==> src/rtl/gpio_bank.sv <==
// gpio_bank: memory-mapped bidirectional GPIO bank for the picorv32 look-ahead bus.
// Ports: clk/resetn, bus (sel_i, re_i, we_i, addr_i, wstrb_i, wdata_i, rdata_o),
//        pins (gpio_i, gpio_o, gpio_oe), out_wr_o write pulse, irq_o edge interrupt.
module gpio_bank #(
    parameter int          WIDTH       = 8,
    parameter logic [31:0] RESET_VAL   = 32'h0,
    parameter bit          INVERT_OUT  = 1'b1,
    parameter bit          OE_RESET    = 1'b1,
    parameter int          SYNC_STAGES = 2
) (
    input  logic             clk,
    input  logic             resetn,
    input  logic             sel_i,
    input  logic             re_i,
    input  logic             we_i,
    input  logic [2:0]       addr_i,
    input  logic [3:0]       wstrb_i,
    input  logic [31:0]      wdata_i,
    output logic [31:0]      rdata_o,
    input  logic [WIDTH-1:0] gpio_i,
    output logic [WIDTH-1:0] gpio_o,
    output logic [WIDTH-1:0] gpio_oe,
    output logic             out_wr_o,
    output logic             irq_o
);

    localparam logic [2:0] A_DAT = 3'd0;
    localparam logic [2:0] A_SET = 3'd1;
    localparam logic [2:0] A_CLR = 3'd2;
    localparam logic [2:0] A_TGL = 3'd3;
    localparam logic [2:0] A_DIR = 3'd4;
    localparam logic [2:0] A_DIN = 3'd5;
    localparam logic [2:0] A_IEN = 3'd6;
    localparam logic [2:0] A_IST = 3'd7;

    logic [WIDTH-1:0] data_out;
    logic [WIDTH-1:0] dir;
    logic [WIDTH-1:0] irq_en;
    logic [WIDTH-1:0] irq_stat;
    logic [WIDTH-1:0] din_prev;
    logic [SYNC_STAGES-1:0][WIDTH-1:0] sync_q;

    logic [31:0]      bmask32;
    logic [31:0]      wbits32;
    logic [WIDTH-1:0] m;
    logic [WIDTH-1:0] wb;
    logic [WIDTH-1:0] data_in;
    logic [WIDTH-1:0] edg;
    logic [WIDTH-1:0] stat_clr;
    logic [31:0]      rdata_n;
    logic             wr;
    logic             rd;
    logic             unused_hi;

    assign bmask32 = {{8{wstrb_i[3]}}, {8{wstrb_i[2]}},
                      {8{wstrb_i[1]}}, {8{wstrb_i[0]}}};
    assign wbits32 = wdata_i & bmask32;
    assign m       = bmask32[WIDTH-1:0];
    assign wb      = wbits32[WIDTH-1:0];
    // Bits above WIDTH are deliberately dropped.
    assign unused_hi = ^{wbits32, bmask32};

    // A write with no strobes is treated as no access at all.
    assign wr = sel_i && we_i && (wstrb_i != 4'b0000);
    assign rd = sel_i && re_i;

    assign data_in  = sync_q[SYNC_STAGES-1];
    assign edg      = data_in ^ din_prev;
    assign stat_clr = (wr && addr_i == A_IST) ? wb : '0;

    assign gpio_o  = INVERT_OUT ? ~data_out : data_out;
    assign gpio_oe = dir;

    always_comb begin
        rdata_n = '0;
        unique case (addr_i)
            A_DAT:   rdata_n[WIDTH-1:0] = data_out;
            A_DIR:   rdata_n[WIDTH-1:0] = dir;
            A_DIN:   rdata_n[WIDTH-1:0] = data_in;
            A_IEN:   rdata_n[WIDTH-1:0] = irq_en;
            A_IST:   rdata_n[WIDTH-1:0] = irq_stat;
            default: rdata_n = '0;
        endcase
    end

    always_ff @(posedge clk or negedge resetn) begin
        if (!resetn) begin
            data_out <= RESET_VAL[WIDTH-1:0];
            dir      <= {WIDTH{OE_RESET}};
            irq_en   <= '0;
            irq_stat <= '0;
            sync_q   <= '0;
            din_prev <= '0;
            rdata_o  <= '0;
            out_wr_o <= 1'b0;
            irq_o    <= 1'b0;
        end else begin
            out_wr_o <= wr && (addr_i[2] == 1'b0);
            if (wr) begin
                unique case (1'b1)
                    addr_i == A_DAT: data_out <= (data_out & ~m) | wb;
                    addr_i == A_SET: data_out <= data_out | wb;
                    addr_i == A_CLR: data_out <= data_out & ~wb;
                    addr_i == A_TGL: data_out <= data_out ^ wb;
                    addr_i == A_DIR: dir      <= (dir & ~m) | wb;
                    addr_i == A_IEN: irq_en   <= (irq_en & ~m) | wb;
                    default: ;
                endcase
            end
            // New edges override a same-cycle clear.
            irq_stat <= (irq_stat & ~stat_clr) | edg;
            sync_q   <= {sync_q[SYNC_STAGES-2:0], gpio_i};
            din_prev <= data_in;
            irq_o    <= |(irq_stat & irq_en);
            if (rd) begin
                rdata_o <= rdata_n;
            end
        end
    end

endmodule

==> config.mk <==
export PLATFORM = sky130hd
export DESIGN_NAME = gpio_bank
export DESIGN_NICKNAME = d
export VERILOG_FILES = /design/src/rtl/gpio_bank.sv
export SDC_FILE = /design/constraint.sdc
export NUM_CORES = 1
export LEC_CHECK = 0
export ABC_CLOCK_PERIOD_IN_PS = 1400
export BUFFER_PORTS_ARGS = -buffer_cell sky130_fd_sc_hd__buf_2
export CAP_MARGIN = 10
export CORE_UTILIZATION = 51
export DETAILED_ROUTE_END_ITERATION = 12
export PLACE_DENSITY = 0.8
export SLEW_MARGIN = 30
export SYNTH_ARGS = -nofsm -noshare
export SYNTH_HDL_FRONTEND = slang
export SYNTH_SLANG_ARGS = --single-unit
==> constraint.sdc <==
create_clock -name clk -period 1.4 [get_ports clk]
set_clock_uncertainty 0.1 [all_clocks]
set_input_delay 0 -clock clk [delete_from_list [all_inputs] [get_ports clk]]
set_output_delay 0 -clock clk [all_outputs]
set_load 0.005 [all_outputs]
After elaboration in Yosys (flattened, before gate mapping)
Cells that the tools add are included.

storage, ports and cells
  output and inout port bits = 50
  memories kept = 0
  bits in latches = 0
  bits in writable memories = 0
  register bits = 66
  bits in read-only memories = 0
  input port bits = 52
  word-level logic and storage cells = 51

cells by class
  bitwise operators = 19
  reduce and logical (&&, ||, !) cells = 12
  order comparisons = 0
  shifts and indexed selects = 0
  multipliers = 0
  mux-type cells = 3
  add/subtract/negate cells = 0
  div/mod/pow operators = 0
  equality and inequality tests = 7

operator list
  kind                                                                   count
  8-bit AND                                                              7
  8-bit OR                                                               5
  8-bit one-hot mux with 5 select lines                                  1
  8-bit NOT                                                              4
  8-bit one-hot mux with 4 select lines                                  1
  8-bit XOR                                                              2
  3-bit equality test, second input constant                             4
  8-bit 2-to-1 mux                                                       1
  4-bit nonzero test                                                     2
  8-bit OR reduction                                                     1
  3-bit by 2-bit equality test with 1-bit output, second input constant  2
  2-bit AND reduction                                                    3
  1-bit logical AND                                                      5
  3-bit by 1-bit equality test with 1-bit output, second input constant  1
  3-bit logical NOT                                                      1
  1-bit NOT                                                              1

Longest topological paths before layout
  depth after elaboration = 7
  mapped depth = 7
  gate-level depth less buffers = 6

Worst setup path after synthesis
Ideal clock, no wire load.

  path kind = register -> register
  start point = reg data_out[6]
  end point = reg data_out[6]
  data required time = 1174 ps
  slack = 132 ps
  cell stages (with the launch flop) = 5
  period minus slack after synthesis = 1268 ps
  arrival = 1042 ps
  library setup time = 126 ps
  buffers on the path = 0
  cell sequence = dfrtp_1 -> ha_1 -> a21oi_1 -> a221oi_1 -> nor2_1

between the ends
  word-level cells in the longest chain between the ends = 3
  elaborated cells between the ends (all ways) = 6
  classes of those cells = 1 x mux; 5 x bitwise

ends and longest elaborated chain
  what                                     line  RTL
  from (decl)                              36    logic [WIDTH-1:0] data_out;
  from (signal assigned)                   88    data_out <= RESET_VAL[WIDTH-1:0];
  from (signal assigned)                   101   addr_i == A_DAT: data_out <= (data_out & ~m) | wb;
  from (signal assigned)                   102   addr_i == A_SET: data_out <= data_out | wb;
  8-bit AND                                101
  8-bit OR                                 101
  8-bit one-hot mux with 4 select lines *  100   unique case (1'b1)

Mark *: on every way between the ends. The rest lies on a longest branch, timed or not.
A chain may end at the register's enable or synchronous reset.

Final worst setup path
  start point = reg data_out[4]
  end point = reg data_out[4]

The elaborated chain is that of the path after synthesis.

==> qor.csv <==
stage,metric,value,unit
run_status,run_status,"complete, no violations",
synthesis,post_synth_most_frequent_cells,"sky130_fd_sc_hd__dfrtp_1 (58), sky130_fd_sc_hd__nand2_1 (35), sky130_fd_sc_hd__buf_4 (25)",
clock_network,numCtsBuffers,9,
timing,period_needed,1.38,ns
place,hpwlAfterDp,5.27,mm
synthesis,yosys.area_share.simple,12.1,%
worst_setup_path,critical_path.endpoint_type,register,
synthesis,synth_area_leader_cell,sky130_fd_sc_hd__dfrtp_1,
clock_network,clock-sinks,66,
route,avgRoutedWirePerCell,15.9,um
cells_and_area,areaGrowthSynthToFinish,26.1,%
synthesis,yosysWarningCount,0,
power_and_ir_drop,cell_leakage_power,1.94,nW
synthesis,synth_top_family_by_area,compound AO/OA/AOI/OAI gates,
cells_and_area,final.fill_count,467,
synthesis,synth_xor_xnor_area_share,2.13,%
timing,grt_setup_unrepaired,yes,
die,core_area,6060,sq um
timing,fin_hold_ws,0.0169,ns
worst_setup_path,crit_path_max_fanout,4,
clock_network,clockRootBuffer,sky130_fd_sc_hd__clkbuf_8,
worst_setup_path,critPathArrivalTime,1.52,ns
worst_setup_path,timing.critical_path.required,1.54,ns
cells_and_area,drive_gt1_share,31.6,%
route,post-route-drc-count,0,
clock_network,cts_tree,built,
global_routing,antenna_violations_before_repair,0,
die,die_w,82.4,um
clock_network,cts.clk_slew.worst_paths,0.07,ns
synthesis,netlist_area_before_placement,3290,sq um
synthesis,synth_top_flop_cell,sky130_fd_sc_hd__dfrtp_1,
place,numPortBuffers,53,
cells_and_area,antenna_fix_cells,0,
timing,totalNegativeSetupSlack,0,ns
synthesis,synth.most_common_cell,sky130_fd_sc_hd__dfrtp_1,
synthesis,post_synth_edffs,0,
global_routing,global_routing_met3_resource_utilization,8.57,%
worst_setup_path,critPathLaunchType,register,
synthesis,synth-adder-area-share,3.04,%
route,detailedRoute.firstPassIterationCount,4,
power_and_ir_drop,vdd.ir_drop.worst,1.51,mV
synthesis,synth_cells,317,
synthesis,ys_seq_area_share,50.5,%
route,vias,2658,
global_routing,groute.layer.met1.usage,31.0,%
clock_network,htree_levels,3,
timing,maxSlewViolCount,0,
global_routing,pin_count_of_the_biggest_net_entering_global_routing,30,
clock_network,cts_max_path_buffers,2,
timing,setup_viol_count_final,0,
synthesis,synthDominantCellAreaShare,44.1,%
die,pin_count,102,
power_and_ir_drop,powerDensity,1260,nW/um^2
synthesis,post_synth_main_area_contributors,"sky130_fd_sc_hd__dfrtp_1 (44%), sky130_fd_sc_hd__dfstp_2 (6.4%), sky130_fd_sc_hd__mux2_2 (5.8%), sky130_fd_sc_hd__buf_4 (5.7%), sky130_fd_sc_hd__nand2_1 (4.0%)",
global_routing,top_usage_layer,met2,
die,die_h,82.4,um
die,floorplan.die_area,6780,sq um
synthesis,synthesis.area_per_instance,10.4,sq um
global_routing,grt_first_pass_wirelength,12.8,mm
min_path,holdCritPathClass,in2async,
synthesis,synth-compound-area-share,14.3,%
synthesis,yosys_register_bits,66,
worst_setup_path,worstSetupPathType,reg2reg,
route,drt-initial-drc-count,167,
place,gp_routability_congestion,0.830,
synthesis,synth.area.mux_share,8.24,%
route,postRouteAntennaNets,0,
synthesis,asyncSetResetFlopFracSynth,100,%
global_routing,grt_pass1_vias,2670,
timing,finalHoldViolations,0,
global_routing,grt_util_all_layers,26.4,%
global_routing,grt.met2_usage,43.5,%
route,vias_per_cell,5.44,
cells_and_area,fin_nets,469,
clock_network,later_pin_clock_latency_in_the_skew_report,0.35,ns
global_routing,global_route_total_overflow,0,
run,max-cap-violations,0,
die,floorplan.rows,28,
timing,achievable-frequency,725,MHz
synthesis,yosys.cell_types.count,35,
die,initial_core_util,54.3,%
route,detail_route.wirelength,7.77,mm
timing,layout_worst_path_cycle_share,98.5,%
-- worst paths after layout --
check                            start                    endpoint  slack [ns]  cells after the start
max                        data_out[4]                 data_out[4]        0.02                      5
min                             resetn                   sync_q[4]        0.02                      2
max reg2reg                data_out[4]                 data_out[4]        0.02                      5
min reg2reg                  sync_q[2]                  data_in[2]        0.25                      0
max in group asynchronous       resetn  asynchronous set/reset pin        0.61                      3
min in group clk                  we_i                 irq_stat[5]        0.03                      5
-- layout make-up --
type	count	area, sq um	share of cell area, %
Clock inverter	7	93.8	2.26
Timing Repair Buffer	99	696	16.8
Sequential cell	66	1660	40.0
Inverter	14	52.6	1.27
Multi-Input combinational cell	219	1430	34.4
Tap cell	75	93.8	2.26
Clock buffer	9	124	2.98
-- cell families (layout without fill, tap and decap cells) --
family | Yosys count | in the layout
AO/OA/AOI/OAI | 71 | 71
XOR/XNOR | 8 | 8
adder cells (fa/ha/maj) | 8 | 8
buffers and inverters | 55 | 129
flip-flops | 66 | 66
multiplexers | 25 | 25
other | 1 | 24
AND/OR/NAND/NOR | 83 | 83
-- layer usage --
| metal | part of all wire (%) | vias to the layer above |
|---|---|---|
| met4 | 2.9 | 0 |
| met5 | 0 | - |
| met1 | 41 | 1293 |
| met2 | 49 | 116 |
| met3 | 6.4 | 20 |
| li1 | - | 1229 |
-- worst max-delay path, stage by stage, from the launching register on --
cell and delay, ns:
sky130_fd_sc_hd__dfrtp_1 0.44, sky130_fd_sc_hd__ha_4 0.18, sky130_fd_sc_hd__nor2_1 0.11, sky130_fd_sc_hd__a21oi_1 0.07
sky130_fd_sc_hd__a221oi_2 0.28, sky130_fd_sc_hd__nor2_1 0.08
-- stage by stage --
step	util, %	total power, W	instance area, sq um	cells	setup WS [ns]
after floorplan	-	0.00297	3380	340	0.132
after global placement	61.1	0.00335	3700	452	0.0414
after detailed placement	61.1	0.00341	3700	452	-0.0136
after CTS	67.6	0.00522	4100	486	0.00726
after global routing	68.5	0.00553	4150	489	-0.0242
final	68.5	0.00524	4150	489	0.0205
-- power breakdown --
group | switching [W] | internal [W]
Sequential | 0.000171 | 0.00217
Combinational | 0.000568 | 0.000571
Clock | 0.000765 | 0.000997
Total | 0.00150 | 0.00374
-- repair_timing --
| item | in CTS | in global routing |
|---|---|---|
| gates resized for setup | 0 | 6 |
| setup buffers | 0 | 3 |
| endpoints found under the setup margin | 1 | 5 |
| hold buffers | 18 | 0 |
| pin swaps | 1 | 6 |
| endpoints found under the hold margin | 96 | 0 |
| gates cloned | 0 | 0 |
-- placed cells by master (no fill, tap or decap), types with 13 or more instances in the layout --
cell type,netlist,layout
sky130_fd_sc_hd__a22oi_1,14,14
sky130_fd_sc_hd__nor2_1,24,24
sky130_fd_sc_hd__inv_1,13,13
sky130_fd_sc_hd__dlygate4sd3_1,0,18
sky130_fd_sc_hd__buf_4,25,26
sky130_fd_sc_hd__a21oi_1,13,13
sky130_fd_sc_hd__dfrtp_1,58,58
sky130_fd_sc_hd__mux2_2,17,17
sky130_fd_sc_hd__o21ai_0,16,16
sky130_fd_sc_hd__buf_2,6,52
sky130_fd_sc_hd__nand2_1,35,34
sky130_fd_sc_hd__conb_1,1,24
(Power assumes the default switching activity.)
